File: config.mk
export PLATFORM = sky130hd
export DESIGN_NAME = fetch_prefetch_unit
export DESIGN_NICKNAME = d
export VERILOG_FILES = /design/src/rtl/fetch_prefetch_unit.sv
export SDC_FILE = /design/constraint.sdc
export NUM_CORES = 1
export LEC_CHECK = 0
export CELL_PAD_IN_SITES_DETAIL_PLACEMENT = 1
export CELL_PAD_IN_SITES_GLOBAL_PLACEMENT = 1
export CORE_MARGIN = 2
export CORE_UTILIZATION = 23
export DETAILED_ROUTE_END_ITERATION = 12
export PLACE_DENSITY_LB_ADDON = 0.1
export SYNTH_ARGS = -nofsm -noshare
export SYNTH_HDL_FRONTEND = slang
export SYNTH_SLANG_ARGS = --single-unit
File: constraint.sdc
create_clock -name clk -period 4.9 [get_ports clk]
set_input_delay 0.49 -clock clk [delete_from_list [all_inputs] [get_ports clk]]
set_output_delay 0.49 -clock clk [all_outputs]
set_load 0.01 [all_outputs]
File: src/rtl/fetch_prefetch_unit.sv
// Instruction prefetch unit: sequential PC fetch over a req/ack ROM port, small PC/instruction FIFO, redirect flush.
// Optional build macro FETCH_PERF_EN adds saturating stall/drop performance counters.
module fetch_prefetch_unit #(
  parameter int           N        = 32,
  parameter logic [N-1:0] RESET_PC = N'(32'h0040_0000),
  parameter int           DEPTH    = 4,
  parameter int           AW       = 2
) (
  input  logic         clk,
  input  logic         reset,
  input  logic         redirect,
  input  logic [N-1:0] redirect_pc,
  output logic         mem_req,
  output logic [N-1:0] mem_addr,
  input  logic         mem_ack,
  input  logic [N-1:0] mem_rdata,
  output logic         inst_valid,
  input  logic         inst_ready,
  output logic [N-1:0] inst_data,
  output logic [N-1:0] inst_pc
`ifdef FETCH_PERF_EN
  ,
  output logic [31:0]  perf_stall_cnt,
  output logic [31:0]  perf_drop_cnt
`endif
);

  localparam logic [1:0]   IDLE = 2'd0;
  localparam logic [1:0]   WAIT = 2'd1;
  localparam logic [1:0]   DROP = 2'd2;
  localparam logic [AW:0]  FULL = (AW+1)'(DEPTH);
  localparam logic [N-1:0] STEP = N'(4);

  logic [1:0]    state, state_nx;
  logic [N-1:0]  fetch_pc, fetch_pc_nx, addr_nx, redir_pc, pc_inc;
  logic          req_nx;
  logic [AW:0]   count, count_nx;
  logic [AW-1:0] wr_ptr, rd_ptr;
  logic [N-1:0]  fifo_pc   [DEPTH];
  logic [N-1:0]  fifo_data [DEPTH];
  logic          push, pop;

  assign redir_pc   = {redirect_pc[N-1:2], 2'b00};
  assign pc_inc     = fetch_pc + STEP;
  assign inst_valid = (count != '0);
  assign push       = (state == WAIT) && mem_ack && !redirect;
  assign pop        = inst_valid && inst_ready && !redirect;
  assign inst_data  = inst_valid ? fifo_data[rd_ptr] : '0;
  assign inst_pc    = inst_valid ? fifo_pc[rd_ptr]   : '0;

  always_comb begin
    count_nx = count;
    if (redirect)
      count_nx = '0;
    else if (push && !pop)
      count_nx = count + (AW+1)'(1);
    else if (!push && pop)
      count_nx = count - (AW+1)'(1);
  end

  // The request handshake is never retracted: a redirect during an unacked
  // request parks in DROP with the old address until the ROM answers.
  always_comb begin
    state_nx    = state;
    fetch_pc_nx = fetch_pc;
    req_nx      = mem_req;
    addr_nx     = mem_addr;
    case (state)
      IDLE: begin
        if (redirect) begin
          state_nx    = WAIT;
          fetch_pc_nx = redir_pc;
          req_nx      = 1'b1;
          addr_nx     = redir_pc;
        end else if (count < FULL) begin
          state_nx = WAIT;
          req_nx   = 1'b1;
          addr_nx  = fetch_pc;
        end
      end
      WAIT: begin
        if (redirect) begin
          fetch_pc_nx = redir_pc;
          if (mem_ack)
            addr_nx = redir_pc;
          else
            state_nx = DROP;
        end else if (mem_ack) begin
          fetch_pc_nx = pc_inc;
          if (count_nx < FULL) begin
            addr_nx = pc_inc;
          end else begin
            state_nx = IDLE;
            req_nx   = 1'b0;
          end
        end
      end
      DROP: begin
        if (redirect)
          fetch_pc_nx = redir_pc;
        if (mem_ack) begin
          state_nx = WAIT;
          addr_nx  = fetch_pc_nx;
        end
      end
      default: begin
        state_nx = IDLE;
        req_nx   = 1'b0;
      end
    endcase
  end

  always_ff @(posedge clk or posedge reset) begin
    if (reset) begin
      state    <= IDLE;
      fetch_pc <= RESET_PC;
      mem_req  <= 1'b0;
      mem_addr <= RESET_PC;
      count    <= '0;
      wr_ptr   <= '0;
      rd_ptr   <= '0;
    end else begin
      state    <= state_nx;
      fetch_pc <= fetch_pc_nx;
      mem_req  <= req_nx;
      mem_addr <= addr_nx;
      count    <= count_nx;
      if (redirect) begin
        wr_ptr <= '0;
        rd_ptr <= '0;
      end else begin
        if (push)
          wr_ptr <= wr_ptr + AW'(1);
        if (pop)
          rd_ptr <= rd_ptr + AW'(1);
      end
    end
  end

  // Storage is qualified by count, so it needs no reset.
  always_ff @(posedge clk) begin
    if (push) begin
      fifo_pc[wr_ptr]   <= fetch_pc;
      fifo_data[wr_ptr] <= mem_rdata;
    end
  end

`ifdef FETCH_PERF_EN
  logic drop_ev;
  assign drop_ev = mem_ack && (((state == WAIT) && redirect) || (state == DROP));

  always_ff @(posedge clk or posedge reset) begin
    if (reset) begin
      perf_stall_cnt <= '0;
      perf_drop_cnt  <= '0;
    end else begin
      if (mem_req && !mem_ack && (perf_stall_cnt != '1))
        perf_stall_cnt <= perf_stall_cnt + 32'd1;
      if (drop_ev && (perf_drop_cnt != '1))
        perf_drop_cnt <= perf_drop_cnt + 32'd1;
    end
  end
`endif

endmodule
Yosys cells after proc, flatten, opt, wreduce, memory -nomap -nowiden
Memory sizes are Yosys's and may differ from the RTL's.
Index checks and enable logic that the tools add are counted.
W data, S select, Z words.
{"block": "totals", "out_inout_bits": 98, "inputBits": 69, "memories": 2, "ramBits": 256, "ff_bits": 74, "elab_cells": 85}
{"memory": "fifo_data", "depth": 4, "word_bits": 32, "rd": 1, "rd_ports_with_merged_regs": 0, "wr": 1, "line_no": "40", "text": "logic [N-1:0] fifo_data [DEPTH];"}
{"memory": "fifo_pc", "depth": 4, "word_bits": 32, "rd": 1, "rd_ports_with_merged_regs": 0, "wr": 1, "line_no": "39", "text": "logic [N-1:0] fifo_pc [DEPTH];"}
{"block": "classes", "add_sub_neg": 5, "magnitude_cmp": 2, "n_bitwise": 1, "mux": 37, "eq_ne": 11, "n_reduce_logical": 20}
{"op": "$mux W32", "n": 12}
{"op": "$pmux W32 S3", "n": 1}
{"op": "$pmux W32 S2", "n": 1}
{"op": "$add A32 B3 Y32 const B", "n": 1}
{"op": "$mux W2", "n": 11}
{"op": "$reduce_and A5 Y1", "n": 3}
{"op": "$ne A3 B3 Y1 const B", "n": 4}
{"op": "$mux W3", "n": 3}
{"op": "$ne A2 B2 Y1 const B", "n": 4}
{"op": "$mux W1", "n": 7}
{"op": "$logic_and A1 B1 Y1", "n": 6}
{"op": "$lt A3 B3 Y1 const B", "n": 2}
{"op": "$pmux W2 S3", "n": 1}
{"op": "$reduce_bool A2 Y1", "n": 3}
{"op": "$reduce_bool A3 Y1", "n": 2}
{"op": "$add A2 B1 Y2 const B", "n": 2}
{"op": "$add A3 B1 Y3 const B", "n": 1}
{"op": "$logic_not A1 Y1", "n": 3}
{"op": "$ne A3 B2 Y1 const B", "n": 1}
{"op": "$pmux W1 S3", "n": 1}
{"op": "$sub A3 B1 Y3 const B", "n": 1}
{"op": "$eq A2 B1 Y1 const B", "n": 1}
{"op": "$eq A2 B2 Y1 const B", "n": 1}
{"op": "$logic_not A2 Y1", "n": 1}
{"op": "3 further kinds", "n": 3}

Longest topological paths before layout
{"block": "logic_depth", "word_depth": 13, "mapped_depth": 8, "depth_no_buf": 7}

Worst setup path after synthesis
No wires, ideal clock.
{"block": "synth_path", "path_kind": "input to register", "start": "input redirect", "end": "memory fifo_data[0][0] (enable)", "path_slack_ns": 2.091, "cell_stages": 2, "path_buffers": 0, "required_ns": 4.471, "t_arrival_ns": 2.380, "cell_sequence": "and4bb_2 > and2_1"}
{"block": "synth_between", "elab_chain_len": 4}
{"element": "from (decl)", "line_no": "11", "text": "input logic redirect,"}
{"element": "$logic_not A1 Y1", "line_no": "46", "text": "assign push = (state == WAIT) && mem_ack && !redirect;"}
{"element": "$logic_and A1 B1 Y1", "line_no": "46"}
{"element": "$mux W1", "line_no": "142", "text": "if (push) begin"}
{"element": "$mux W1 (implied by the code)", "line_no": "144", "text": "fifo_data[wr_ptr] <= mem_rdata;"}
{"element": "to (decl)", "line_no": "40"}
No other way between the ends.

Worst setup path in the final report
{"block": "layout_path", "start": "register rd_ptr[0]", "end": "output inst_data[14]"}
{"block": "layout_between", "elab_chain_len": 2}
{"element": "from (decl)", "line_no": "38", "text": "logic [AW-1:0] wr_ptr, rd_ptr;"}
{"element": "from (signal assigned)", "line_no": "135", "text": "rd_ptr <= rd_ptr + AW'(1);"}
{"element": "$mem_v2 Z4 W32"}
{"element": "$mux W32", "line_no": "48", "text": "assign inst_data = inst_valid ? fifo_data[rd_ptr] : '0;"}
{"element": "to (decl)", "line_no": "19", "text": "output logic [N-1:0] inst_data,"}
No other way between the ends.

==> impl_metrics.csv <==
group,metric,value,unit
placed_design,port_buffers,164,
drt,drtAntennaViolNets,0,
logic_synthesis,synth_edf_count,256,
logic_synthesis,yosysTopAreaCellShare,52.3,%
pwr,power.total,9.94,mW
setup_path,crit_path_end_kind,"output port",
layout,final_cell_count_no_fill,2015,
global_route,grt_pass1_vias,10100,
global_route,grt_usage,13.9,%
global_route,grt_pass1_wl,68400,um
drt,drt_first_iter_violations,475,
logic_synthesis,ys_top_cells_by_area,"edfxtp_1 52%, dfrtp_1 12%, mux4_2 9.8%, and2_1 3.1%, mux2_2 2.0%",
timing,tightest_slew,1100,ps
pwr,power_density,536,nW/um^2
global_route,overflow,0,
run_status,status,"finished, final reports clean",
logic_synthesis,ys.flop_type,"edfxtp_1",
drt,drt_first_pass_iters,5,
timing,slew_headroom,26.8,%
layout,nFillCells,6693,
setup_path,timing.critical_path.buf_inv,2,
logic_synthesis,synth.area.mux_share,13.0,%
global_route,grt_max_degree,75,
clock_tree,htreeDepth,2,
logic_synthesis,synth_compound_area_share,6.36,%
floorplan,die_h,257,um
timing,fin_ws,1400,ps
drt,viasPerCell,4.54,
timing,finalClockSkew,19.0,ps
setup_path,cp.arrival,3010,ps
pwr,p_leak,6.11,nW
setup_path,crit_type,"reg2out",
clock_tree,clock_path_buffers,3,
setup_path,max_stage_delay,720,ps
setup_path,crit_chain,"buf_4 -> mux4_2 -> and2_1 -> clkdlybuf4s50_1",
clock_tree,cts_buffers,41,
logic_synthesis,synth.net_count,1054,
clock_tree,post-cts-setup-buffers,0,
logic_synthesis,synthMostInstantiatedCell,"edfxtp_1",
setup_path,worst-path-max-fanout,20,
logic_synthesis,synth_common_cells,"256 x edfxtp_1, 72 x and2_1, 72 x dfrtp_1, 64 x mux4_2, 50 x nor2_1",
drt,wirelength,45400,um
logic_synthesis,synth_fa_ha_area_share,0.681,%
logic_synthesis,async_flop_share,22.4,%
clock_tree,clock_latency,560,ps
placed_design,dp_cells,1941,
floorplan,start_util,23.3,%
layout,final_nets,1215,
clock_tree,clk_pin_slew,60,ps
floorplan,core,63100,um^2
timing,setup_viol,0,
timing,slew_viol_final,0,
logic_synthesis,yosysSeqAreaShare,65.0,%
setup_path,cp_top_family,"buffers and inverters",
logic_synthesis,yosys_warnings,0,
layout,layout-area-overhead-vs-synth,26.3,%
floorplan,dieArea,65900,um^2
floorplan,boundaryPins,167,
timing,finalCritPeriodShare,71.4,%
global_route,antenna_found_initial,0,
clock_tree,cts_sinks,330,
clock_tree,tritoncts,"built",
timing,tns,0,ps
pwr,vdd_drop_max,0.184,mV
logic_synthesis,syn_area_per_cell,15.0,um^2
logic_synthesis,syn_inst,977,
logic_synthesis,synth_top_family_by_area,"multiplexers",
clock_tree,cts_resized,0,
placed_design,pre_cts_ws,1240,ps
logic_synthesis,synth_xor_area_share,1.07,%
drt,vias,9156,
layout,num_antenna_cells,0,
timing,hold_viol_final,0,
job,cap_violations,0,
placed_design,dp_hpwl,28900,um
timing,fin_crit,3500,ps
clock_tree,hold_buffers,0,
logic_synthesis,ys_ff_latch,330,
drt,drc_errors,0,
min_path,hold_path_class,"in2async",
timing,rsz0062_at_grt,"false",
timing,max_freq,286,MHz
logic_synthesis,synth-simple-area-share,11.3,%
drt,wl_per_cell,22.5,um
logic_synthesis,synth_top_cell_by_area,"edfxtp_1",
placed_design,routabilityCongestion,0.742,
setup_path,startpoint_type,"register",
layout,drive_gt1_share,17.0,%
setup_path,critPathRequiredTime,4410,ps
floorplan,die_width,257,um
clock_tree,root_buffer,"clkbuf_16",
floorplan,num_rows,92,
setup_path,crit_slowest_cell,"dfrtp_4",
logic_synthesis,synth_area,14700,um^2
logic_synthesis,ys_types,72,
[cell families after synthesis]
logic type	Yosys count
buffers and inverters	88
muxes	106
xor gates and xnor gates	18
AOI/OAI and AO/OA	140
and+or+nand+nor	287
adders and majority gates	8
DFF	330
[cells in the final DEF (no fill, tap or decap), drive strengths merged, types with 8 or more instances in the layout]
| cell | count |
|---|---|
| edfxtp | 256 |
| clkdlybuf4s50 | 163 |
| dfrtp | 72 |
| and2 | 72 |
| mux4 | 64 |
| clkbuf | 54 |
| nor2 | 50 |
| nand2 | 36 |
| o21ai | 33 |
| mux2 | 29 |
| nand3 | 27 |
| a21oi | 26 |
| nand4 | 26 |
| buf | 24 |
| nor3 | 18 |
| inv | 17 |
| clkinv | 17 |
| nor4 | 15 |
| mux2i | 13 |
| xnor2 | 11 |
| a31oi | 10 |
| a211oi | 10 |
| and3 | 9 |
| o22ai | 9 |
| nand2b | 9 |
| o32ai | 8 |
| ha | 8 |
[sequential cells by signal (all words and copies together) (netlist names), 2 cells and up]
signal	flops
rd_ptr	2
count	3
mem_addr	32
state	2
fifo_pc	128
fetch_pc	32
fifo_data	128
wr_ptr	2
[through the flow]
stage	util, %	area [um^2]	hold slack, ps
finish	29.4	18600	359
floorplan	-	14700	471
global route	29.4	18600	382
detailed placement	27.4	17300	499
CTS	29.4	18600	363
global placement	27.4	17300	499
[path summary, 6_finish.rpt]
check                        startpoint       endpoint  slack, ps  depth (start not counted)
max                           rd_ptr[0]  inst_data[14]       1400                          4
min                               reset    mem_addr[3]        360                          3
max reg2reg                    count[0]   mem_addr[12]       1760                          8
min reg2reg                mem_addr[25]   mem_addr[25]        510                          1
max in group asynchronous         reset      rd_ptr[0]       4100                          3
min in group clk           mem_addr[25]   mem_addr[25]        510                          1
[final cells by class]
class / instances / area (um^2) / area share [%]
clock buffer: 54 / 1100 / 5.91
timing repair buffer: 187 / 1850 / 9.95
sequential: 330 / 9550 / 51.5
tap: 846 / 1060 / 5.70
clock inverter: 20 / 161 / 0.870
inverter: 19 / 72.6 / 0.391
multi-input combinational: 559 / 4770 / 25.7
[layer usage]
metal,global-route usage (%),part of all wire (%),up-vias
met5,0,0,-
li1,-,-,4142
met4,3.20,1.8,0
met1,18.7,46,4764
met3,2.80,4.3,53
met2,23.0,48,197
[power breakdown]
| part | switching (mW) | internal (mW) | total, mW |
|---|---|---|---|
| combinational | 1.54 | 1.64 | 3.18 |
| sequential | 0.465 | 3.42 | 3.88 |
| clock | 1.20 | 1.68 | 2.88 |
[worst register-to-register path: stages (launching register included)]
cell      delay [ps]
dfrtp_1          380
inv_1             80
ha_1             220
nand2b_2         390
nand2_1          330
o2111a_1         270
nor3_4           460
buf_4            490
mux2_2           410
Power figures use the tool's default switching activity.
